--- config.mk ---
export PLATFORM = sky130hd
export DESIGN_NAME = spi_mem_sequencer_flat
export DESIGN_NICKNAME = d
export VERILOG_FILES = /design/src/rtl/spi_mem_sequencer_if.sv /design/src/rtl/spi_mem_sequencer.sv /design/src/flat_wrapper.sv
export SDC_FILE = /design/constraint.sdc
export NUM_CORES = 1
export LEC_CHECK = 0
export ABC_AREA = 1
export CAP_MARGIN = 20
export CORE_MARGIN = 2
export CORE_UTILIZATION = 40
export DETAILED_ROUTE_END_ITERATION = 6
export GPL_TIMING_DRIVEN = 0
export SYNTH_ARGS = -nofsm -noshare
export SYNTH_HDL_FRONTEND = slang
export SYNTH_SLANG_ARGS = --single-unit
--- constraint.sdc ---
create_clock -name clk -period 1.8 [get_ports clk]
set_input_delay 0.36 -clock clk [delete_from_list [all_inputs] [get_ports clk]]
set_output_delay 0.36 -clock clk [all_outputs]
set_load 0.1 [all_outputs]
--- src/rtl/spi_mem_sequencer_if.sv ---
// spi_mem_sequencer_if
// Bundles the sequencer's control-side signals so the sequencer and its
// neighbours can be connected through a single port.
//   Driven toward the sequencer (master side):
//     cs         conditioned chip select, 1 = deasserted
//     sclk_rise  one-clk pulse on each SCLK rising edge
//     sclk_fall  one-clk pulse on each SCLK falling edge
//     rw_bit     shift-register parallel out[0], 1 = read, 0 = write
//     lcl_req    local memory request, held until granted
//     lcl_we     local write flag, valid with lcl_req
//   Driven by the sequencer (slave side):
//     addr_le    address latch enable
//     sr_we      shift-register parallel load enable
//     miso_buff  MISO tri-state enable
//     mem_we     data-memory write enable (SPI commit or local write)
//     mem_sel    memory mux select, 0 = SPI latch, 1 = local port
//     lcl_gnt    one-cycle grant to the local port
//     busy       high whenever a transaction is in progress
interface spi_mem_sequencer_if;
  logic cs;
  logic sclk_rise;
  logic sclk_fall;
  logic rw_bit;
  logic lcl_req;
  logic lcl_we;
  logic addr_le;
  logic sr_we;
  logic miso_buff;
  logic mem_we;
  logic mem_sel;
  logic lcl_gnt;
  logic busy;

  modport master (
    output cs, sclk_rise, sclk_fall, rw_bit, lcl_req, lcl_we,
    input  addr_le, sr_we, miso_buff, mem_we, mem_sel, lcl_gnt, busy
  );

  modport slave (
    input  cs, sclk_rise, sclk_fall, rw_bit, lcl_req, lcl_we,
    output addr_le, sr_we, miso_buff, mem_we, mem_sel, lcl_gnt, busy
  );
endinterface

--- src/rtl/spi_mem_sequencer.sv ---
// spi_mem_sequencer
// Sequences one header-plus-data SPI transaction for the SPI-slave memory
// datapath: counts SCLK edges, pulses the address latch, loads the shift
// register from memory on reads, enables the MISO buffer and commits writes.
// It also shares the data memory with a local single-cycle port; the SPI
// memory cycles (RD_MEM, WR_COMMIT) always win.
// Ports:
//   clk    system clock
//   reset  asynchronous, active-high reset
//   bus    spi_mem_sequencer_if.slave (see the interface for signal list)
// Every output is a flop whose D input is decoded from the next state, so
// an output is high in the same cycle as the state it belongs to.
module spi_mem_sequencer #(
  parameter int ADDR_BITS = 7,
  parameter int DATA_BITS = 8
) (
  input  logic clk,
  input  logic reset,
  spi_mem_sequencer_if.slave bus
);

  localparam int HDR_BITS = ADDR_BITS + 1;
  localparam int MAX_BITS = (HDR_BITS > DATA_BITS) ? HDR_BITS : DATA_BITS;
  localparam int CNT_W    = $clog2(MAX_BITS + 1);
  localparam logic [CNT_W-1:0] HDR_LAST  = CNT_W'(HDR_BITS - 1);
  localparam logic [CNT_W-1:0] DATA_LAST = CNT_W'(DATA_BITS - 1);
  localparam logic [CNT_W-1:0] CNT_ONE   = CNT_W'(1);

  typedef enum logic [3:0] {
    IDLE, HDR, DECODE, RD_MEM, RD_LOAD, RD_SHIFT, WR_SHIFT, WR_COMMIT, DONE
  } state_t;

  state_t           state, state_nxt;
  logic [CNT_W-1:0] bit_cnt, bit_cnt_nxt;
  logic             is_read, is_read_nxt;
  logic             gnt_nxt;
  logic             addr_le_nxt, sr_we_nxt, miso_nxt, mem_we_nxt, busy_nxt;
  logic             addr_le_q, sr_we_q, miso_q, mem_we_q, mem_sel_q, lcl_gnt_q, busy_q;

  // Next-state and next-output decode. The counter is zeroed on every
  // transition so each shift phase starts counting from bit 0. A deasserted
  // chip select overrides everything and returns to IDLE, which also keeps
  // an aborted write from ever reaching WR_COMMIT.
  always_comb begin
    state_nxt   = state;
    bit_cnt_nxt = bit_cnt;
    is_read_nxt = is_read;

    case (state)
      IDLE: begin
        bit_cnt_nxt = '0;
        is_read_nxt = 1'b0;
        if (!bus.cs) state_nxt = HDR;
      end
      HDR: begin
        if (bus.sclk_rise) begin
          if (bit_cnt == HDR_LAST) begin
            state_nxt   = DECODE;
            bit_cnt_nxt = '0;
          end else begin
            bit_cnt_nxt = bit_cnt + CNT_ONE;
          end
        end
      end
      DECODE: begin
        is_read_nxt = bus.rw_bit;
        bit_cnt_nxt = '0;
        state_nxt   = bus.rw_bit ? RD_MEM : WR_SHIFT;
      end
      RD_MEM:  state_nxt = RD_LOAD;
      RD_LOAD: begin
        state_nxt   = RD_SHIFT;
        bit_cnt_nxt = '0;
      end
      RD_SHIFT: begin
        if (bus.sclk_fall) begin
          if (bit_cnt == DATA_LAST) begin
            state_nxt   = DONE;
            bit_cnt_nxt = '0;
          end else begin
            bit_cnt_nxt = bit_cnt + CNT_ONE;
          end
        end
      end
      WR_SHIFT: begin
        if (bus.sclk_rise) begin
          if (bit_cnt == DATA_LAST) begin
            state_nxt   = WR_COMMIT;
            bit_cnt_nxt = '0;
          end else begin
            bit_cnt_nxt = bit_cnt + CNT_ONE;
          end
        end
      end
      WR_COMMIT: state_nxt = DONE;
      DONE:      state_nxt = DONE;
      default:   state_nxt = IDLE;
    endcase

    if (bus.cs) begin
      state_nxt   = IDLE;
      bit_cnt_nxt = '0;
      is_read_nxt = 1'b0;
    end

    // The local port is kept off the memory whenever the SPI path owns it
    // next cycle, and a fresh grant never follows a grant directly.
    gnt_nxt     = bus.lcl_req && !lcl_gnt_q &&
                  (state_nxt != RD_MEM) && (state_nxt != WR_COMMIT);
    addr_le_nxt = (state_nxt == DECODE);
    sr_we_nxt   = (state_nxt == RD_LOAD);
    miso_nxt    = (state_nxt == RD_SHIFT) || ((state_nxt == DONE) && is_read_nxt);
    mem_we_nxt  = (state_nxt == WR_COMMIT) || (gnt_nxt && bus.lcl_we);
    busy_nxt    = (state_nxt != IDLE);
  end

  // State, counter and registered outputs; reset clears everything at once
  // so an interrupted write can never commit.
  always_ff @(posedge clk or posedge reset) begin
    if (reset) begin
      state     <= IDLE;
      bit_cnt   <= '0;
      is_read   <= 1'b0;
      addr_le_q <= 1'b0;
      sr_we_q   <= 1'b0;
      miso_q    <= 1'b0;
      mem_we_q  <= 1'b0;
      mem_sel_q <= 1'b0;
      lcl_gnt_q <= 1'b0;
      busy_q    <= 1'b0;
    end else begin
      state     <= state_nxt;
      bit_cnt   <= bit_cnt_nxt;
      is_read   <= is_read_nxt;
      addr_le_q <= addr_le_nxt;
      sr_we_q   <= sr_we_nxt;
      miso_q    <= miso_nxt;
      mem_we_q  <= mem_we_nxt;
      mem_sel_q <= gnt_nxt;
      lcl_gnt_q <= gnt_nxt;
      busy_q    <= busy_nxt;
    end
  end

  assign bus.addr_le   = addr_le_q;
  assign bus.sr_we     = sr_we_q;
  assign bus.miso_buff = miso_q;
  assign bus.mem_we    = mem_we_q;
  assign bus.mem_sel   = mem_sel_q;
  assign bus.lcl_gnt   = lcl_gnt_q;
  assign bus.busy      = busy_q;

endmodule

--- src/flat_wrapper.sv ---
// flat-port wrapper written by rule: the top's interface ports become plain ports
module spi_mem_sequencer_flat 
#(
  parameter int ADDR_BITS = 7,
  parameter int DATA_BITS = 8
)
  (clk, reset, bus_cs, bus_sclk_rise, bus_sclk_fall, bus_rw_bit, bus_lcl_req, bus_lcl_we, bus_addr_le, bus_sr_we, bus_miso_buff, bus_mem_we, bus_mem_sel, bus_lcl_gnt, bus_busy);
  spi_mem_sequencer_if bus_i ();
  input  logic clk;
  input  logic reset;
  input wire logic [$bits(bus_i.cs)-1:0] bus_cs;
  input wire logic [$bits(bus_i.sclk_rise)-1:0] bus_sclk_rise;
  input wire logic [$bits(bus_i.sclk_fall)-1:0] bus_sclk_fall;
  input wire logic [$bits(bus_i.rw_bit)-1:0] bus_rw_bit;
  input wire logic [$bits(bus_i.lcl_req)-1:0] bus_lcl_req;
  input wire logic [$bits(bus_i.lcl_we)-1:0] bus_lcl_we;
  output wire logic [$bits(bus_i.addr_le)-1:0] bus_addr_le;
  output wire logic [$bits(bus_i.sr_we)-1:0] bus_sr_we;
  output wire logic [$bits(bus_i.miso_buff)-1:0] bus_miso_buff;
  output wire logic [$bits(bus_i.mem_we)-1:0] bus_mem_we;
  output wire logic [$bits(bus_i.mem_sel)-1:0] bus_mem_sel;
  output wire logic [$bits(bus_i.lcl_gnt)-1:0] bus_lcl_gnt;
  output wire logic [$bits(bus_i.busy)-1:0] bus_busy;
  assign bus_i.cs = bus_cs;
  assign bus_i.sclk_rise = bus_sclk_rise;
  assign bus_i.sclk_fall = bus_sclk_fall;
  assign bus_i.rw_bit = bus_rw_bit;
  assign bus_i.lcl_req = bus_lcl_req;
  assign bus_i.lcl_we = bus_lcl_we;
  assign bus_addr_le = bus_i.addr_le;
  assign bus_sr_we = bus_i.sr_we;
  assign bus_miso_buff = bus_i.miso_buff;
  assign bus_mem_we = bus_i.mem_we;
  assign bus_mem_sel = bus_i.mem_sel;
  assign bus_lcl_gnt = bus_i.lcl_gnt;
  assign bus_busy = bus_i.busy;
  spi_mem_sequencer #(.ADDR_BITS(ADDR_BITS), .DATA_BITS(DATA_BITS)) u_core (.clk(clk), .reset(reset), .bus(bus_i));
endmodule
* After elaboration in Yosys (flattened, before gate mapping) *
Cells that the tools add are included.

storage, ports and cells
  bits in registers = 15
  output and inout bits = 7
  bits of input ports = 8

cells by class
  eq/ne operators = 18
  add/sub/neg operators = 1
  reduce and logical (&&, ||, !) cells = 15
  mux-type cells = 16

operators with widths
  cell                 number
  $mux 4               11
  $eq 4x3->1 const B   8
  $pmux 4 s8           1
  $eq 4x2->1 const B   3
  $pmux 4 s3           1
  $eq 4x4->1 const B   2
  $reduce_bool 4->1    2
  $logic_and 1x1->1    5
  $add 4x1->4 const B  1
  $eq 4x1->1 const B   1
  $logic_not 4->1      1
  $ne 4x2->1 const B   1
  $ne 4x3->1 const B   1
  $reduce_or 2->1      2
  $mux 3               1
  $ne 3x1->1 const B   1
  $ne 3x3->1 const B   1
  $reduce_and 3->1     1
  $reduce_or 3->1      1
  $logic_or 1x1->1     2
  $pmux 1 s2           1
  $logic_not 1->1      1
  $mux 1               1

* Logic depth before layout (Yosys ltp) *
Gate-level depths: netlist of run 1.

  depth in word-level cells = 10
  depth in mapped cells = 10
  depth with buffers taken out = 10

* Least setup slack after synthesis of run 1 *
No wires, ideal clock.

  path kind = reg2out
  start = reg u_core.mem_sel_q (netlist: u_core.bus.mem_sel)
  end = out bus_mem_sel
  setup slack = 0.100 ns
  stages on the path, launching flop included = 2
  path buffers = 1
  required time = 1.440 ns
  arrival = 1.340 ns
  cells stage by stage = dfrtp_1 > buf_4

RTL lines
  what                    RTL line                  text
  start, declared         spi_mem_sequencer.sv:38   logic addr_le_q, sr_we_q, miso_q, mem_we_q, mem_sel_q, lcl_gnt_q, busy_q;
  start signal, assigned  spi_mem_sequencer.sv:139  mem_sel_q <= gnt_nxt;
  end, declared           flat_wrapper.sv:21        output wire logic [$bits(bus_i.mem_sel)-1:0] bus_mem_sel;

No word-level cell between the ends.

==> results of run 1 <==
[metrics by stage]
step	worst slack [ps]	std cells	power [W]	hold WS [ps]	cell area [um^2]
global route	116	162	0.000698	494	1060
CTS	1.49	162	0.000667	439	1070
floorplan	99.8	117	0.000442	261	865
finish	197	162	0.000664	417	1060
global placement	-140	158	0.000481	529	1040
detailed placement	-125	158	0.000482	539	1040
[where the power goes]
part / total [W] / leakage (nW) / internal, W / switching [W]
clock: 0.000191 / 0.0150 / 0.0000859 / 0.000105
sequential: 0.000353 / 0.203 / 0.000345 / 0.00000804
combinational: 0.000121 / 0.347 / 0.0000356 / 0.0000855
total: 0.000664 / 0.565 / 0.000466 / 0.000198
[synthesized netlist by cell type]
cell type	instances
sky130_fd_sc_hd__nand2_1	28
sky130_fd_sc_hd__nor2_1	20
sky130_fd_sc_hd__dfrtp_1	15
sky130_fd_sc_hd__nand3_1	13
sky130_fd_sc_hd__inv_1	12
sky130_fd_sc_hd__nand4_1	6
sky130_fd_sc_hd__inv_2	4
sky130_fd_sc_hd__a21oi_1	3
sky130_fd_sc_hd__nor2_4	3
sky130_fd_sc_hd__nand2_2	2
sky130_fd_sc_hd__a21boi_0	1
sky130_fd_sc_hd__a21oi_2	1
sky130_fd_sc_hd__buf_2	1
sky130_fd_sc_hd__buf_4	1
sky130_fd_sc_hd__ha_1	1
sky130_fd_sc_hd__nand3b_1	1
sky130_fd_sc_hd__o211ai_1	1
sky130_fd_sc_hd__o21ai_0	1
sky130_fd_sc_hd__o21ai_2	1
sky130_fd_sc_hd__or2_2	1
sky130_fd_sc_hd__xor2_1	1
[worst paths after layout]
check	end	slack (ps)	depth (start not counted)
max	bus_lcl_gnt	200	1
min	u_core.bit_cnt[1]	420	2
max reg2reg	u_core.bus.addr_le	280	9
min reg2reg	u_core.is_read	540	2
max in group asynchronous	u_core.state[3]	1010	2
min in group clk	u_core.is_read	540	2
[sequential cells by signal (all words and copies together), names as in the netlist]
name	flops
u_core.bus.mem_sel	1
u_core.bus.sr_we	1
u_core.bus.busy	1
u_core.bit_cnt	4
u_core.state	4
u_core.is_read	1
u_core.bus.mem_we	1
u_core.bus.miso_buff	1
u_core.bus.addr_le	1
[area by class of cell]
type                            instances  share of cell area [%]
Timing Repair Buffer                   14                    12.5
Inverter                               16                    5.68
Tap cell                               27                    3.20
Sequential cell                        15                    35.5
Buffer                                  2                    1.18
Multi-Input combinational cell         84                    39.4
Clock buffer                            4                    2.49
[timing repair]
action                                  4_1_cts  5_1_grt
pin swaps                                     0        0
hold endpoints to repair                      0        0
cloned                                        0        0
gates resized for setup                      17        3
endpoints found under the setup margin        7        2
[cells in the final DEF, fill, tap and decap left out, types with 2 or more instances in the layout]
master                            count
sky130_fd_sc_hd__nor2_4               3
sky130_fd_sc_hd__clkdlybuf4s15_2      4
sky130_fd_sc_hd__nand3_1             13
sky130_fd_sc_hd__clkbuf_4             3
sky130_fd_sc_hd__nand2_2              2
sky130_fd_sc_hd__a21oi_1              3
sky130_fd_sc_hd__inv_2                4
sky130_fd_sc_hd__dfrtp_1             15
sky130_fd_sc_hd__nand2_1             28
sky130_fd_sc_hd__inv_1               12
sky130_fd_sc_hd__clkbuf_2             2
sky130_fd_sc_hd__nand4_1              6
sky130_fd_sc_hd__clkdlybuf4s50_1      7
sky130_fd_sc_hd__buf_4                2
sky130_fd_sc_hd__nor2_1              20
[logic make-up (layout without fill, tap and decap cells)]
kind of cell / Yosys count / in the layout / synth area share (%)
AND/OR/NAND/NOR: 74 / 74 / 39.7
buffers and inverters: 18 / 36 / 8.39
AO/OA/AOI/OAI: 8 / 8 / 6.08
flip-flops: 15 / 15 / 43.4
adder cells (fa/ha/maj): 1 / 1 / 1.45
XOR/XNOR: 1 / 1 / 1.01
[layer usage]
layer / global-route usage, % / routed length, um
met4: 6.76 / 15
met2: 28.5 / 845
met3: 1.79 / 70
met5: 0 / 0
met1: 23.2 / 901
==> results.sh, run 1 <==
export IMPL_seq_area_frac_synth_pct=43.4
export IMPL_dieHeight_um=50.5
export IMPL_cts_max_level=1
export IMPL_fp_row_count=16
export IMPL_worst_ir_drop_vdd_mv=0.458
export IMPL_max_stage_delay_ps=570
export IMPL_number_of_remaining_drc_errors=0
export IMPL_route_final_wire_length_um=1830
export IMPL_synth_cell_types=21
export IMPL_setup_worst_path_start="u_core.bus.mem_sel"
export IMPL_fin_crit_sh_pct=89.0
export IMPL_gr_usage_all_layers_pct=17.2
export IMPL_final_antenna_diode_count=0
export IMPL_cts_tree="done"
export IMPL_total_leakage_power_nw=0.565
export IMPL_seqCellArea_um2=375
export IMPL_worst_slew_margin_relative_to_its_limit_pct=62.7
export IMPL_critPathCaptureType="output pin"
export IMPL_yosys_warnings=0
export IMPL_final_nets=145
export IMPL_synth_top_area_share_pct=43.4
export IMPL_avgSynthCellArea_um2=7.39
export IMPL_fp_dieW_um=50.5
export IMPL_hpwl_um=1410
export IMPL_cts_sinks=15
export IMPL_r2r_start="u_core.bit_cnt[0]"
export IMPL_cp_data_arrival_time_ps=1240
export IMPL_fin_util_pct=52.8
export IMPL_area_of_combinational_cells_with_multiple_inputs_um2=417
export IMPL_yosys_area_top_type="sky130_fd_sc_hd__dfrtp_1"
export IMPL_power_density_cell_area_nw_per_um2=628
export IMPL_root_buffer="sky130_fd_sc_hd__clkbuf_4"
export IMPL_viasPerCell=4.90
export IMPL_cts_made_buffers=3
export IMPL_post_synth_main_area_contributors="sky130_fd_sc_hd__dfrtp_1, sky130_fd_sc_hd__nand2_1, sky130_fd_sc_hd__nor2_1, sky130_fd_sc_hd__nand3_1, sky130_fd_sc_hd__inv_1"
export IMPL_initialDrtViolationCount=22
export IMPL_core_area_um2=2000
export IMPL_clk_pin_slew_worst_paths_ps=90
export IMPL_mappedNetlistArea_um2=865
export IMPL_post_drt_wl_per_cell_um=11.3
export IMPL_first_global_vias=801
export IMPL_timing_worst_slew_pin_value_ps=558
export IMPL_synth_cells=117
export IMPL_initial_core_util_pct=43.2
export IMPL_fin_tns_setup_ps=0
export IMPL_setup_worst_path_class="reg -> out"
export IMPL_layout_drive_gt1_share_pct=17.8
export IMPL_clock_latency_at_the_later_pin_of_the_worst_skew_pair_ps=280
export IMPL_synth_ff_latch_count=15
export IMPL_finalCriticalPeriod_ps=1600
export IMPL_grt_max_degree=16
export IMPL_routabilityCongestion=0.873
export IMPL_design_portCount=15
export IMPL_setup_repair_after_global_routing_missed_its_margin="false"
export IMPL_grt_first_pass_wirelength_um=3330
export IMPL_area_growth_syn_to_layout_pct=22.3
export IMPL_worst_path_max_fanout=3
export IMPL_cpMaxStageDelayCell="sky130_fd_sc_hd__clkdlybuf4s15_2"
export IMPL_cp_start_kind="flip-flop"
export IMPL_outcome="finished, final reports clean"
export IMPL_min_path_type="in -> async"
export IMPL_port_buffers=14
export IMPL_dr_total_vias=793
export IMPL_globalRoute_totalOverflow=0
export IMPL_detail_route_antenna_nets=0
export IMPL_grt_antenna_before_repair=0
export IMPL_fp_dieArea_um2=2550
export IMPL_maxCapViolations=0
export IMPL_critical_path_rt_ps=1440
export IMPL_cts_path_max_buffers=2
export IMPL_synth_fp_nets=126
export IMPL_clock_skew_final_ps=7.04
export IMPL_final_setup_viol_count=0
export IMPL_timing_final_max_slew_violations=0
export IMPL_worstPathCellList="clkdlybuf4s15_2"
export IMPL_hold_violation_total_from_the_final_report=0
export IMPL_worstPathBufferInverterCount=1
export IMPL_post_cts_hold_buffer_count=0
export IMPL_layout_filler_cells=207
export IMPL_clock_fmax_mhz=624
export IMPL_post_cts_setup_buffer_count=0
export IMPL_family_of_cells_with_the_greatest_summed_delay_on_the_critical_path="buffers and inverters"
export IMPL_first_pass_iters=5
No activity file was read; power rests on OpenSTA's default activity.
==> run 2, diff against run 1 <==
clock period = 2.1 ns   (was 1.8 ns; I/O delays follow)
==> results.sh, run 2 (synthesis results as in run 1) <==
export IMPL_cp_start_kind="flip-flop"
export IMPL_grt_max_degree=16
export IMPL_layout_drive_gt1_share_pct=12.6
export IMPL_regToRegEndpoint="u_core.bus.addr_le"
export IMPL_worst_slew_margin_relative_to_its_limit_pct=36.4
export IMPL_area_growth_syn_to_layout_pct=22.1
export IMPL_globalRoute_totalOverflow=0
export IMPL_detail_route_antenna_nets=0
export IMPL_clk_pin_slew_worst_paths_ps=90
export IMPL_max_stage_delay_ps=840
export IMPL_grt_antenna_before_repair=0
export IMPL_final_antenna_diode_count=0
export IMPL_top_signal_layer_used="met4"
export IMPL_total_leakage_power_nw=0.585
export IMPL_worstPathCellList="buf_4, dlygate4sd2_1"
export IMPL_final_critical_path_setup_slack_ps=69.8
export IMPL_final_setup_viol_count=0
export IMPL_critical_path_rt_ps=1680
export IMPL_timing_final_max_slew_violations=0
export IMPL_dp_slack_ps=115
export IMPL_finalCriticalPeriod_ps=2030
export IMPL_maxCapViolations=0
export IMPL_hold_violation_total_from_the_final_report=0
export IMPL_cpMaxStageDelayCell="sky130_fd_sc_hd__dlygate4sd2_1"
export IMPL_fin_crit_sh_pct=96.7
export IMPL_root_buffer="sky130_fd_sc_hd__clkbuf_4"
export IMPL_setup_worst_path_class="reg -> out"
export IMPL_fp_dieW_um=50.5
export IMPL_core_area_um2=2000
export IMPL_reg2reg_depth=9
export IMPL_gr_usage_all_layers_pct=17.1
export IMPL_fp_row_count=16
export IMPL_worstPathBufferInverterCount=2
export IMPL_cts_sinks=15
export IMPL_total_power_w=0.000567
export IMPL_fin_util_pct=52.8
export IMPL_wl_met2_um=815
export IMPL_r2r_setup_slack_ps=590
export IMPL_cts_tree="done"
export IMPL_clock_latency_at_the_later_pin_of_the_worst_skew_pair_ps=280
export IMPL_family_of_cells_with_the_greatest_summed_delay_on_the_critical_path="buffers and inverters"
export IMPL_clock_skew_final_ps=6.53
export IMPL_r2r_start="u_core.bit_cnt[0]"
export IMPL_fp_dieArea_um2=2550
export IMPL_final_nets=145
export IMPL_worst_ir_drop_vdd_mv=0.383
export IMPL_min_path_type="in -> async"
export IMPL_cts_path_max_buffers=2
export IMPL_clock_fmax_mhz=493
export IMPL_first_pass_iters=4
export IMPL_cts_made_buffers=3
export IMPL_grt_first_pass_wirelength_um=3310
export IMPL_dieHeight_um=50.5
export IMPL_top_regs="u_core.bit_cnt (4), u_core.state (4)"
export IMPL_port_buffers=14
export IMPL_detailed_routing_wirelength_on_met1_um=903
export IMPL_worst_path_max_fanout=3
export IMPL_route_final_wire_length_um=1800
export IMPL_dr_total_vias=790
export IMPL_outcome="finished, final reports clean"
export IMPL_fin_tns_setup_ps=0
export IMPL_timing_worst_slew_pin_value_ps=958
export IMPL_design_portCount=15
export IMPL_mostFrequentLayoutCells="sky130_fd_sc_hd__nand2_1, sky130_fd_sc_hd__nor2_1, sky130_fd_sc_hd__dfrtp_1"
export IMPL_fin_cells=162
export IMPL_initial_core_util_pct=43.2
export IMPL_number_of_remaining_drc_errors=0
export IMPL_routabilityCongestion=0.873
export IMPL_setup_repair_after_global_routing_missed_its_margin="false"
export IMPL_first_global_vias=797
export IMPL_hpwl_um=1410
export IMPL_critPathCaptureType="output pin"
export IMPL_cts_max_level=1
export IMPL_cp_data_arrival_time_ps=1610
export IMPL_power_density_cell_area_nw_per_um2=537
export IMPL_viasPerCell=4.88
export IMPL_place_detailed_instances=158
export IMPL_met3RoutedLength_um=65
export IMPL_initialDrtViolationCount=21
export IMPL_post_drt_wl_per_cell_um=11.1
export IMPL_mostFrequentLayoutCell="sky130_fd_sc_hd__nand2_1"
[run 2: changes by cell type in the layout (fill, tap and decap cells not counted), sizes merged]
cell,change
buf,-1
clkbuf,-2
clkdlybuf4s15,-4
dlygate4sd2,+7
[run 2: timing repair]
action                     CTS  global route
setup buffers                0             0
setup endpoints to repair    7             0
gates resized for setup      7             0
hold buffers                 0             0
[run 2: cell type report]
cell class / count / area, um^2
Multi-Input combinational cell: 84 / 417
Clock buffer: 4 / 26.3
Tap cell: 27 / 33.8
Inverter: 16 / 60.1
Fill cell: 209 / 946
Sequential cell: 15 / 375
Timing Repair Buffer: 14 / 131
Buffer: 2 / 12.5
[run 2: how the worst max path moves through the flow]
stage | start | end | slack, ps | cells past startpoint
2_1_floorplan | u_core.bus.mem_sel | bus_mem_sel | 340 | 1
3_3_place_gp | u_core.bus.mem_sel | bus_mem_sel | 100 | 2
3_5_place_dp | u_core.bus.mem_sel | bus_mem_sel | 120 | 2
4_1_cts | u_core.bus.mem_sel | bus_mem_sel | 60 | 2
5_1_grt | u_core.bus.mem_sel | bus_mem_sel | 10 | 2
6_report | u_core.bus.mem_sel | bus_mem_sel | 70 | 2
[run 2: metrics by stage]
stage / hold WS, ps / instance area, um^2
CTS: 499 / 1060
finish: 479 / 1060
global route: 554 / 1060
floorplan: 321 / 865
detailed placement: 539 / 1040
global placement: 529 / 1040
[run 2: layer usage]
layer / global-route usage, % / vias up
li1: - / 410
met1: 23.4 / 359
met2: 27.9 / 19
met3: 1.79 / 2
met4: 6.76 / 0
met5: 0 / -
[run 2: where the power goes]
part / leakage, nW / switching, W / internal, W
clock network: 0.0150 / 0.0000892 / 0.0000736
registers: 0.203 / 0.00000659 / 0.000295
logic: 0.367 / 0.0000729 / 0.0000293
total: 0.585 / 0.000169 / 0.000398
[run 2: worst register-to-register path, stage by stage, from the launching register on]
cell and delay, ps:
sky130_fd_sc_hd__dfrtp_1 410, sky130_fd_sc_hd__ha_1 210, sky130_fd_sc_hd__nand2_1 110, sky130_fd_sc_hd__nor2_4 130, sky130_fd_sc_hd__nand2_1 100, sky130_fd_sc_hd__a21oi_2 140
sky130_fd_sc_hd__nand2_2 110, sky130_fd_sc_hd__nand2_2 90, sky130_fd_sc_hd__nand2_1 50, sky130_fd_sc_hd__nor2_1 100
==> run 3, diff against run 2 <==
GPL_ROUTABILITY_DRIVEN = 0   (was not set)
==> results of run 3 <==
The final DEF is identical to that of run 2; final timing and power are the same.
==> edit (config.mk and constraints of run 1) <==
`DATA_BITS` is set to 8 in 2 places; all go to 4.
--- a/src/rtl/spi_mem_sequencer.sv
+++ b/src/rtl/spi_mem_sequencer.sv
@@ -12,7 +12,7 @@
 // an output is high in the same cycle as the state it belongs to.
 module spi_mem_sequencer #(
   parameter int ADDR_BITS = 7,
-  parameter int DATA_BITS = 8
+  parameter int DATA_BITS = 4
 ) (
   input  logic clk,
   input  logic reset,
--- a/src/flat_wrapper.sv
+++ b/src/flat_wrapper.sv
@@ -2,7 +2,7 @@
 module spi_mem_sequencer_flat 
 #(
   parameter int ADDR_BITS = 7,
-  parameter int DATA_BITS = 8
+  parameter int DATA_BITS = 4
 )
   (clk, reset, bus_cs, bus_sclk_rise, bus_sclk_fall, bus_rw_bit, bus_lcl_req, bus_lcl_we, bus_addr_le, bus_sr_we, bus_miso_buff, bus_mem_we, bus_mem_sel, bus_lcl_gnt, bus_busy);
   spi_mem_sequencer_if bus_i ();
Behaviour: no difference found for any inputs over 10 cycles, from zero or initial values and one cycle with reset high; that may be too few to reach the edited logic, so the function may still have changed.
==> edit against run 1 <==
Total power grew 15%; wire length grew 6.9%; hold slack gained 0.012 ns; count of clock-buffer cells in the layout is the same; area after synthesis grew 7.5%; cell count grew 8.0%; critical path depth grew 1; global-route usage grew 0.067 points; design area grew 8.3%; synthesized cell count grew 8.5%; setup slack lost 0.063 ns; sequential cell count is the same; sequential power grew 7.1%; die area grew 6.9%.
==> edit: results (changes against run 1) <==
| Metric | Value |
|---|---|
| DR vias/cell | `4.78 (-2.4%)` |
| Met3 Use GR | `2.00% (+0.21 points)` |
| Drt total wl | `1960 um (+6.9%)` |
| Drt initial violations | `19 (-14%)` |
| Tot GR Track Use | `17.3% (+0.067 points)` |
| GR Layer Usage met1 | `22.9% (-0.33 points)` |
| Register area share after synthesis | `40.4% (-3.0 points)` |
| DP Area | `1100 sq um (+6.4%)` |
| CTS root buf | `clkbuf_4` |
| Drt pass-1 iters | `4 (-1)` |
| Syn. warnings | `0 (unchanged)` |
| Initial antenna violation count | `0 (unchanged)` |
| NumNets Final | `157 (+8.3%)` |
| Vias in the first global route | `829 (+3.5%)` |
| Setup Skew | `0.00139 ns (-0.00565 ns)` |
| Int Pwr | `0.525 mW (+13%)` |
| First-pass GRT wire length | `3510 um (+5.6%)` |
| Placed cell count | `169 (+7.0%)` |
| Worst relative slew slack | `62.5% (-0.23 points)` |
| Synth top cells by count | `26 x nand2_1, 16 x nor2_1, 15 x dfrtp_1` |
| Share of post-route cells with drive strength above 1 | `25.9% (+8.1 points)` |
| Leak | `0.578 nW (+2.3%)` |
| Syn nets | `136 (+7.9%)` |
| Layout Cells excl Fill | `175 (+8.0%)` |
| Clk buf depth | `2 (unchanged)` |
| Synth area leaders | `dfrtp_1 40%, nand2_1 10%, nor2_1 6.5%` |
| Pre-CTS WS | `-0.143 ns (-0.0184 ns)` |
| Status | `complete, no violations` |
| Avg Cell Area, Syn | `7.32 sq um (-0.94%)` |
| Filler instances | `225 (+8.7%)` |
| Final GP Congestion | `0.852 (-2.4%)` |
| WP data arrival | `1.31 ns (+0.07 ns)` |
| I/O Buffers | `14 (unchanged)` |
| Dpl hpwl | `1570 um (+11%)` |
| Reg area | `375 sq um (unchanged)` |
| Clk Latency, worst-skew pair | `0.27 ns` |
| VDD IR-drop max | `0.000547 V (+20%)` |
| Met2 usage | `28.5% (about the same)` |
| Synth cell types | `22 (+4.8%)` |
| Max FO, Critical Path | `3 (unchanged)` |
edit: critical path, cell delays in order, from the launching register on:
cell and delay, ns:
dfrtp_1 0.38, buf_4 0.11, clkdlybuf4s15_2 0.54
edit: cell type report:
| cell class | instances | area share [%] |
|---|---|---|
| multi-input cells | 92 | 41.7 |
| repair buffers | 16 | 13.2 |
| flip-flops and latches | 15 | 32.8 |
| plain buffers | 1 | 0.656 |
| well taps | 28 | 3.06 |
| inverters | 19 | 6.23 |
| clock buffers | 4 | 2.30 |
edit: path summary, 6_finish.rpt:
path | from | endpoint | slack [ns] | depth (start not counted)
min in group clk | u_core.is_read | u_core.is_read | 0.54 | 2
max in group asynchronous | reset | u_core.is_read | 1.01 | 2
max | u_core.bus.mem_sel | bus_mem_sel | 0.13 | 2
max reg2reg | u_core.bit_cnt[0] | u_core.bus.mem_we | 0.19 | 8
min | reset | u_core.bus.mem_we | 0.43 | 2
min reg2reg | u_core.is_read | u_core.is_read | 0.54 | 2
edit: power by group through the flow:
| stage | Sequential, mW | Combinational, mW | Clock (mW) |
|---|---|---|---|
| 2_1_floorplan | 0.411 | 0.0907 | 0 |
| 3_3_place_gp | 0.387 | 0.163 | 0 |
| 3_5_place_dp | 0.388 | 0.165 | 0 |
| 4_1_cts | 0.382 | 0.165 | 0.192 |
| 5_1_grt | 0.381 | 0.218 | 0.215 |
| 6_report | 0.378 | 0.199 | 0.185 |
edit: routing by layer:
layer / part of all wire, % / vias up
li1: - / 444
met1: 50 / 379
met2: 46 / 11
met3: 2.8 / 2
met4: 0.92 / 0
met5: 0 / -
edit: what timing repair did:
item                                    CTS  global route
buffers inserted                          0             2
hold endpoints to repair                  0             0
endpoints found under the setup margin    7             6
resized for setup                        19             3
hold buffers                              0             0
edit: kinds of logic (layout without fill, tap and decap cells):
| family | count (synthesis) | count (layout) | share of synthesized area (%) |
|---|---|---|---|
| and+or+nand+nor | 71 | 71 | 35.4 |
| buffers and inverters | 20 | 40 | 8.48 |
| DFF | 15 | 15 | 40.4 |
| adders and majority gates | 1 | 1 | 1.35 |
| xor gates and xnor gates | 2 | 2 | 1.88 |
| AOI/OAI and AO/OA | 18 | 18 | 12.5 |
